$ cat config.mk
export PLATFORM = sky130hd
export DESIGN_NAME = riscv_csr_arbiter_flat
export DESIGN_NICKNAME = d
export VERILOG_FILES = /design/src/rtl/riscv_csr_arbiter_if.sv /design/src/rtl/riscv_csr_arbiter.sv /design/src/flat_wrapper.sv
export SDC_FILE = /design/constraint.sdc
export NUM_CORES = 1
export LEC_CHECK = 0
export BUFFER_PORTS_ARGS = -buffer_cell sky130_fd_sc_hd__buf_2
export CORE_AREA = 5 5 91 93
export DETAILED_ROUTE_END_ITERATION = 8
export DIE_AREA = 0 0 96 98
export GPL_TIMING_DRIVEN = 0
export PLACE_DENSITY = 0.88
export SYNTH_ARGS = -nofsm -noshare
export SYNTH_HDL_FRONTEND = slang
export SYNTH_SLANG_ARGS = --single-unit
$ cat constraint.sdc
create_clock -name clk -period 3 [get_ports clk]
set_input_delay 0.9 -clock clk [delete_from_list [all_inputs] [get_ports clk]]
set_output_delay 0.9 -clock clk [all_outputs]
set_load 0.005 [all_outputs]
$ cat src/rtl/riscv_csr_arbiter_if.sv
// rtl/riscv_csr_arbiter_if.sv - core, debug and CSR-file signals seen by riscv_csr_arbiter
interface riscv_csr_arbiter_if;
    logic        core_csr_access_i;
    logic [11:0] core_csr_addr_i;
    logic [31:0] core_csr_wdata_i;
    logic [1:0]  core_csr_op_i;
    logic [31:0] core_csr_rdata_o;
    logic        core_stall_o;
    logic        dbg_req_i;
    logic        dbg_we_i;
    logic [11:0] dbg_addr_i;
    logic [31:0] dbg_wdata_i;
    logic        dbg_gnt_o;
    logic        dbg_rvalid_o;
    logic [31:0] dbg_rdata_o;
    logic        exc_busy_i;
    logic        csr_access_o;
    logic [11:0] csr_addr_o;
    logic [31:0] csr_wdata_o;
    logic [1:0]  csr_op_o;
    logic [31:0] csr_rdata_i;

    modport slave (
        input  core_csr_access_i, core_csr_addr_i, core_csr_wdata_i, core_csr_op_i,
        output core_csr_rdata_o, core_stall_o,
        input  dbg_req_i, dbg_we_i, dbg_addr_i, dbg_wdata_i,
        output dbg_gnt_o, dbg_rvalid_o, dbg_rdata_o,
        input  exc_busy_i,
        output csr_access_o, csr_addr_o, csr_wdata_o, csr_op_o,
        input  csr_rdata_i
    );

    modport master (
        output core_csr_access_i, core_csr_addr_i, core_csr_wdata_i, core_csr_op_i,
        input  core_csr_rdata_o, core_stall_o,
        output dbg_req_i, dbg_we_i, dbg_addr_i, dbg_wdata_i,
        input  dbg_gnt_o, dbg_rvalid_o, dbg_rdata_o,
        output exc_busy_i,
        input  csr_access_o, csr_addr_o, csr_wdata_o, csr_op_o,
        output csr_rdata_i
    );
endinterface

$ cat src/rtl/riscv_csr_arbiter.sv
// rtl/riscv_csr_arbiter.sv - shares the CSR file port between core and debug unit
// Optional macro CSR_ARB_STARVE_EN builds the debug anti-starvation wait counter.
module riscv_csr_arbiter #(
    parameter int DBG_WAIT_MAX = 8
) (
    input  logic                 clk,
    input  logic                 rst,
    riscv_csr_arbiter_if.slave   bus
);
    localparam logic [1:0] CSR_OP_NONE  = 2'd0;
    localparam logic [1:0] CSR_OP_WRITE = 2'd1;

    if (DBG_WAIT_MAX < 1 || DBG_WAIT_MAX > 255) begin : g_param_check
        $error("DBG_WAIT_MAX must be in 1..255");
    end

    typedef enum logic [1:0] {
        IDLE     = 2'd0,
        DBG_ACC  = 2'd1,
        DBG_RESP = 2'd2
    } state_e;

    state_e      state_q;
    logic        gnt_q;
    logic        rvalid_q;
    logic [31:0] rdata_q;
    logic        starve;
    logic        eligible;
    logic        in_acc;

    assign in_acc   = (state_q == DBG_ACC);
    assign eligible = bus.dbg_req_i & ~bus.exc_busy_i & (~bus.core_csr_access_i | starve);

`ifdef CSR_ARB_STARVE_EN
    localparam logic [7:0] WAIT_MAX_C = 8'(DBG_WAIT_MAX);

    logic [7:0] wait_cnt_q;
    logic [7:0] wait_cnt_d;

    // Counts cycles the core pushed a ready debug request aside; saturates at the limit.
    always_comb begin
        wait_cnt_d = wait_cnt_q;
        if (in_acc || !bus.dbg_req_i) begin
            wait_cnt_d = '0;
        end else if (!bus.exc_busy_i && bus.core_csr_access_i && !starve) begin
            wait_cnt_d = wait_cnt_q + 8'd1;
        end
    end

    always_ff @(posedge clk or posedge rst) begin
        if (rst) begin
            wait_cnt_q <= '0;
        end else begin
            wait_cnt_q <= wait_cnt_d;
        end
    end

    assign starve = (wait_cnt_q == WAIT_MAX_C);
`else
    assign starve = 1'b0;
`endif

    always_ff @(posedge clk or posedge rst) begin
        if (rst) begin
            state_q  <= IDLE;
            gnt_q    <= 1'b0;
            rvalid_q <= 1'b0;
            rdata_q  <= '0;
        end else begin
            case (state_q)
                IDLE: begin
                    rvalid_q <= 1'b0;
                    if (eligible) begin
                        state_q <= DBG_ACC;
                        gnt_q   <= 1'b1;
                    end
                end
                DBG_ACC: begin
                    // Read data is sampled before the write lands, so writes return the old value.
                    state_q  <= DBG_RESP;
                    gnt_q    <= 1'b0;
                    rvalid_q <= 1'b1;
                    rdata_q  <= bus.csr_rdata_i;
                end
                DBG_RESP: begin
                    rvalid_q <= 1'b0;
                    if (eligible) begin
                        state_q <= DBG_ACC;
                        gnt_q   <= 1'b1;
                    end else begin
                        state_q <= IDLE;
                    end
                end
                default: begin
                    state_q  <= IDLE;
                    gnt_q    <= 1'b0;
                    rvalid_q <= 1'b0;
                end
            endcase
        end
    end

    assign bus.dbg_gnt_o        = gnt_q;
    assign bus.dbg_rvalid_o     = rvalid_q;
    assign bus.dbg_rdata_o      = rdata_q;
    assign bus.core_stall_o     = in_acc & bus.core_csr_access_i;
    assign bus.core_csr_rdata_o = bus.csr_rdata_i;

    assign bus.csr_access_o = in_acc | bus.core_csr_access_i;
    assign bus.csr_addr_o   = in_acc ? bus.dbg_addr_i  : bus.core_csr_addr_i;
    assign bus.csr_wdata_o  = in_acc ? bus.dbg_wdata_i : bus.core_csr_wdata_i;
    assign bus.csr_op_o     = in_acc ? (bus.dbg_we_i ? CSR_OP_WRITE : CSR_OP_NONE)
                                     : (bus.core_csr_access_i ? bus.core_csr_op_i : CSR_OP_NONE);
endmodule

$ cat src/flat_wrapper.sv
// flat-port wrapper written by rule: the top's interface ports become plain ports
module riscv_csr_arbiter_flat 
#(
    parameter int DBG_WAIT_MAX = 8
)
  (clk, rst, bus_core_csr_access_i, bus_core_csr_addr_i, bus_core_csr_wdata_i, bus_core_csr_op_i, bus_core_csr_rdata_o, bus_core_stall_o, bus_dbg_req_i, bus_dbg_we_i, bus_dbg_addr_i, bus_dbg_wdata_i, bus_dbg_gnt_o, bus_dbg_rvalid_o, bus_dbg_rdata_o, bus_exc_busy_i, bus_csr_access_o, bus_csr_addr_o, bus_csr_wdata_o, bus_csr_op_o, bus_csr_rdata_i);
  riscv_csr_arbiter_if bus_i ();
  input  logic clk;
  input  logic rst;
  input wire logic [$bits(bus_i.core_csr_access_i)-1:0] bus_core_csr_access_i;
  input wire logic [$bits(bus_i.core_csr_addr_i)-1:0] bus_core_csr_addr_i;
  input wire logic [$bits(bus_i.core_csr_wdata_i)-1:0] bus_core_csr_wdata_i;
  input wire logic [$bits(bus_i.core_csr_op_i)-1:0] bus_core_csr_op_i;
  output wire logic [$bits(bus_i.core_csr_rdata_o)-1:0] bus_core_csr_rdata_o;
  output wire logic [$bits(bus_i.core_stall_o)-1:0] bus_core_stall_o;
  input wire logic [$bits(bus_i.dbg_req_i)-1:0] bus_dbg_req_i;
  input wire logic [$bits(bus_i.dbg_we_i)-1:0] bus_dbg_we_i;
  input wire logic [$bits(bus_i.dbg_addr_i)-1:0] bus_dbg_addr_i;
  input wire logic [$bits(bus_i.dbg_wdata_i)-1:0] bus_dbg_wdata_i;
  output wire logic [$bits(bus_i.dbg_gnt_o)-1:0] bus_dbg_gnt_o;
  output wire logic [$bits(bus_i.dbg_rvalid_o)-1:0] bus_dbg_rvalid_o;
  output wire logic [$bits(bus_i.dbg_rdata_o)-1:0] bus_dbg_rdata_o;
  input wire logic [$bits(bus_i.exc_busy_i)-1:0] bus_exc_busy_i;
  output wire logic [$bits(bus_i.csr_access_o)-1:0] bus_csr_access_o;
  output wire logic [$bits(bus_i.csr_addr_o)-1:0] bus_csr_addr_o;
  output wire logic [$bits(bus_i.csr_wdata_o)-1:0] bus_csr_wdata_o;
  output wire logic [$bits(bus_i.csr_op_o)-1:0] bus_csr_op_o;
  input wire logic [$bits(bus_i.csr_rdata_i)-1:0] bus_csr_rdata_i;
  assign bus_i.core_csr_access_i = bus_core_csr_access_i;
  assign bus_i.core_csr_addr_i = bus_core_csr_addr_i;
  assign bus_i.core_csr_wdata_i = bus_core_csr_wdata_i;
  assign bus_i.core_csr_op_i = bus_core_csr_op_i;
  assign bus_core_csr_rdata_o = bus_i.core_csr_rdata_o;
  assign bus_core_stall_o = bus_i.core_stall_o;
  assign bus_i.dbg_req_i = bus_dbg_req_i;
  assign bus_i.dbg_we_i = bus_dbg_we_i;
  assign bus_i.dbg_addr_i = bus_dbg_addr_i;
  assign bus_i.dbg_wdata_i = bus_dbg_wdata_i;
  assign bus_dbg_gnt_o = bus_i.dbg_gnt_o;
  assign bus_dbg_rvalid_o = bus_i.dbg_rvalid_o;
  assign bus_dbg_rdata_o = bus_i.dbg_rdata_o;
  assign bus_i.exc_busy_i = bus_exc_busy_i;
  assign bus_csr_access_o = bus_i.csr_access_o;
  assign bus_csr_addr_o = bus_i.csr_addr_o;
  assign bus_csr_wdata_o = bus_i.csr_wdata_o;
  assign bus_csr_op_o = bus_i.csr_op_o;
  assign bus_i.csr_rdata_i = bus_csr_rdata_i;
  riscv_csr_arbiter #(.DBG_WAIT_MAX(DBG_WAIT_MAX)) u_core (.clk(clk), .rst(rst), .bus(bus_i));
endmodule
; ---- After elaboration in Yosys (flattened, before gate mapping)
; Cells that the tools add are included.
[word_totals]
regBits = 36
input_bits = 128
out_inout_bits = 114
elab_cells = 27
[op_classes]
eq_ne = 4
n_mux = 11
n_bitwise = 6
n_reduce_logical = 2
[op_table]
columns = cell, n
row1 = $mux W32, 1
row2 = $mux W12, 1
row3 = $mux W2, 3
row4 = $pmux W2 S3, 1
row5 = $mux W1, 5
row6 = $ne A2 B1 Y1 const B, 2
row7 = $and A1 B1 Y1, 3
row8 = $eq A2 B1 Y1 const B, 1
row9 = $eq A2 B2 Y1 const B, 1
row10 = $logic_not A2 Y1, 1
row11 = $not A1 Y1, 2
row12 = $reduce_or A2 Y1, 1
row13 = $or A1 B1 Y1, 1

; ---- Longest topological paths before layout
[logic_depth]
word_depth = 5
mapped_depth = 4
depth_no_buf = 2

; ---- Worst setup path before layout
; Ideal clock, no wire load.
[synth_path]
kind = input-to-output
startpoint = input bus_core_csr_access_i
endpoint = output bus_csr_access_o
t_arrival_ns = 1.184
required_ns = 2.100
slack_ns = 0.916
cell_stages = 1
n_path_buf = 0
path_cell_list = or2_2
[synth_via]
elab_chain_cells = 1
[synth_lines]
columns = element, line_no
row1 = "start, declared", flat_wrapper.sv:10  ; input wire logic [$bits(bus_i.core_csr_access_i)-1:0] bus_core_csr_access_i;
row2 = $or A1 B1 Y1, riscv_csr_arbiter.sv:109  ; assign bus.csr_access_o = in_acc | bus.core_csr_access_i;
row3 = "end, declared", flat_wrapper.sv:24  ; output wire logic [$bits(bus_i.csr_access_o)-1:0] bus_csr_access_o;
; No other way between the ends.

; ---- Worst setup path in the final report
[layout_path]
startpoint = register u_core.state_q[0]
endpoint = output bus_csr_wdata_o[5]
[layout_via]
elab_chain_cells = 2
[layout_lines]
columns = element, line_no
row1 = "start, declared", riscv_csr_arbiter.sv:23  ; state_e state_q;
row2 = "start signal, assigned", riscv_csr_arbiter.sv:65  ; state_q <= IDLE;
row3 = "start signal, assigned", riscv_csr_arbiter.sv:74  ; state_q <= DBG_ACC;
row4 = "start signal, assigned", riscv_csr_arbiter.sv:80  ; state_q <= DBG_RESP;
row5 = $eq A2 B1 Y1, riscv_csr_arbiter.sv:31  ; assign in_acc = (state_q == DBG_ACC);
row6 = $mux W32, riscv_csr_arbiter.sv:111  ; assign bus.csr_wdata_o = in_acc ? bus.dbg_wdata_i : bus.core_csr_wdata_i;
row7 = "end, declared", flat_wrapper.sv:26  ; output wire logic [$bits(bus_i.csr_wdata_o)-1:0] bus_csr_wdata_o;
; No other way between the ends.

==> flow_metrics.env <==
export IMPL_post_cts_buffers=0
export IMPL_powerDensity_nw_per_um2=401
export IMPL_fp_dieArea_um2=9410
export IMPL_remaining_drc_errors=0
export IMPL_worstMarginPinSlew_ps=638
export IMPL_drt_iter0_drc=39
export IMPL_grt_max_degree=25
export IMPL_clk_latency_ps=280
export IMPL_crit_path_start="u_core.state_q[0]"
export IMPL_tritoncts_num_buffers=5
export IMPL_cellLeakagePower_nw=2.25
export IMPL_cp_required_ps=2100
export IMPL_cts_resized=0
export IMPL_antenna_left=0
export IMPL_firstDrtPassIters=4
export IMPL_syn_cell_area_um2=2540
export IMPL_hold_ws_ps=490
export IMPL_wirelength_um=8330
export IMPL_layout_nets=544
export IMPL_yosysUniqueCellTypes=16
export IMPL_ys_seq_elements=36
export IMPL_finalHoldViolCount=0
export IMPL_drv_cap=0
export IMPL_pre_cts_slack_ps=655
export IMPL_period_share=0.848
export IMPL_routed_top_layer="met5"
export IMPL_r2r_cells=4
export IMPL_layout_common_cells="buf_2 (241), mux2_4 (75), dfrtp_1 (36)"
export IMPL_die_h_um=98
export IMPL_final_common_cell="buf_2"
export IMPL_tns_ps=0
export IMPL_worstHoldStart="u_core.state_q[0]"
export IMPL_syn_to_final_growth_pct=57.1
export IMPL_hold_path_class="flop to flop"
export IMPL_grt_usage=0.167
export IMPL_pin_count=242
export IMPL_period_needed_ps=2540
export IMPL_io_buffers=241
export IMPL_grt_pass1_vias=2441
export IMPL_drive_above_1_share=0.885
export IMPL_start_util=0.341
export IMPL_cts_sinks=36
export IMPL_synth_top_area_frac=0.443
export IMPL_min_delay_path_depth=1
export IMPL_wl_met2_um=4470
export IMPL_reg2reg_from="u_core.state_q[0]"
export IMPL_cp_end_kind="primary output"
export IMPL_crit_fanout=10
export IMPL_antenna_cells=0
export IMPL_cp_arrival_ps=1640
export IMPL_routed_via_density=4.24
export IMPL_timing_final_ws_setup_ps=457
export IMPL_postCtsHoldBufs=0
export IMPL_cts_tree="done"
export IMPL_fmax_mhz=393
export IMPL_critPathLaunchType="flop"
export IMPL_grt_first_pass_wirelength_um=12200
export IMPL_final_max_slew_viol_count=0
export IMPL_status="complete, no violations"
export IMPL_antenna_found_initial=2
export IMPL_cts_path_max_buffers=2
export IMPL_synth_nets=295
export IMPL_die_w_um=96
export IMPL_wl_per_cell_um=16.0
export IMPL_clkTransAtPathRegs_ps=80
export IMPL_postSynthAreaPerCell_um2=15.2
export IMPL_met3_length_um=961
export IMPL_reg2reg_setup_slack_ps=1650
export IMPL_crit_type="flop to primary output"
export IMPL_synthCells=167
export IMPL_wl_met1_um=2780
export IMPL_rsz0062_at_grt="no"
export IMPL_cts_root_buf="clkbuf_8"
export IMPL_cts_htree_levels=2
export IMPL_synth_top_area_cell="mux2_4"
export IMPL_power_w=0.00160
export IMPL_gr_total_overflow=0
export IMPL_irDropWorstVdd_uv=232
export IMPL_row_count=32
export IMPL_hold_end="u_core.bus.dbg_gnt_o"
export IMPL_rr_endpoint="u_core.bus.dbg_rdata_o[23]"
export IMPL_ys_warn_count=0
export IMPL_ys_seq_area_frac=0.355
export IMPL_slew_headroom=0.574
export IMPL_num_vias=2201
export IMPL_gp_congestion=0.760
export IMPL_core_area_um2=7450
export IMPL_hpwl_um=7220
export IMPL_finalSetupViolCount=0
export IMPL_skew_ps=2.83
export IMPL_ys_top_cells_by_area="mux2_4 (44%), dfrtp_1 (35%), buf_4 (9.5%), buf_12 (7.1%), nor2b_4 (0.54%)"
==> Yosys cell counts (all sizes together) <==
| cell | number |
|---|---|
| a21oi | 1 |
| and2 | 1 |
| buf | 41 |
| dfrtp | 36 |
| inv | 2 |
| mux2 | 76 |
| nand2 | 2 |
| nand3b | 1 |
| nor2 | 2 |
| nor2b | 2 |
| o21ai | 1 |
| or2 | 1 |
| or3b | 1 |
==> report_power, final <==
part	total, W	switching (W)	internal (W)
Sequential	0.000643	0.0000570	0.000586
Combinational	0.000610	0.000204	0.000406
Clock	0.000347	0.000182	0.000165
Total	0.00160	0.000443	0.00116
==> critical path: stages (launching register included) <==
cell,delay (ps)
dfrtp_1,400
nor2b_4,180
buf_12,180
buf_12,160
mux2_4,310
buf_2,130
==> sequential cells by signal, summed over array words and instances, names as in the netlist <==
register                 count
u_core.bus.dbg_gnt_o         1
u_core.bus.dbg_rdata_o      32
u_core.bus.dbg_rvalid_o      1
u_core.state_q               2
==> cell families (layout without fill, tap and decap cells) <==
logic type | count (synthesis) | count (layout) | synth area share
AOI/OAI and AO/OA | 2 | 2 | 0.00394
buffers and inverters | 43 | 293 | 0.168
DFF | 36 | 36 | 0.355
muxes | 76 | 76 | 0.448
and+or+nand+nor | 10 | 10 | 0.0251
==> final cells by class <==
type                            count  area, um2
Sequential cell                    36        901
Timing Repair Buffer              242       1230
Inverter                            2       7.51
Buffer                             41        420
Clock inverter                      2       16.3
Fill cell                         660       3460
Clock buffer                        6       72.6
Multi-Input combinational cell     88       1210
Tap cell                          102        128
==> per-layer routing <==
metal,GRT usage,vias up
met5,0,-
met3,0.0624,14
met2,0.323,131
met1,0.162,1011
met4,0.0350,4
li1,-,1041
==> through the flow <==
step	instances	utilization	area, um2
2_1_floorplan	167	-	2540
3_3_place_gp	510	0.520	3870
3_5_place_dp	511	0.524	3900
4_1_cts	519	0.536	3990
5_1_grt	519	0.536	3990
6_report	519	0.536	3990
==> worst max path at each step <==
| stage | depth (start not counted) | endpoint | slack, ps |
|---|---|---|---|
| detailed placement | 3 | bus_csr_access_o | 650 |
| finish | 5 | bus_csr_wdata_o[5] | 460 |
| global route | 5 | bus_csr_addr_o[6] | 350 |
| global placement | 3 | bus_csr_access_o | 660 |
| floorplan | 1 | bus_csr_access_o | 920 |
| CTS | 5 | bus_csr_addr_o[6] | 430 |
No activity file was read; power rests on OpenSTA's default activity.
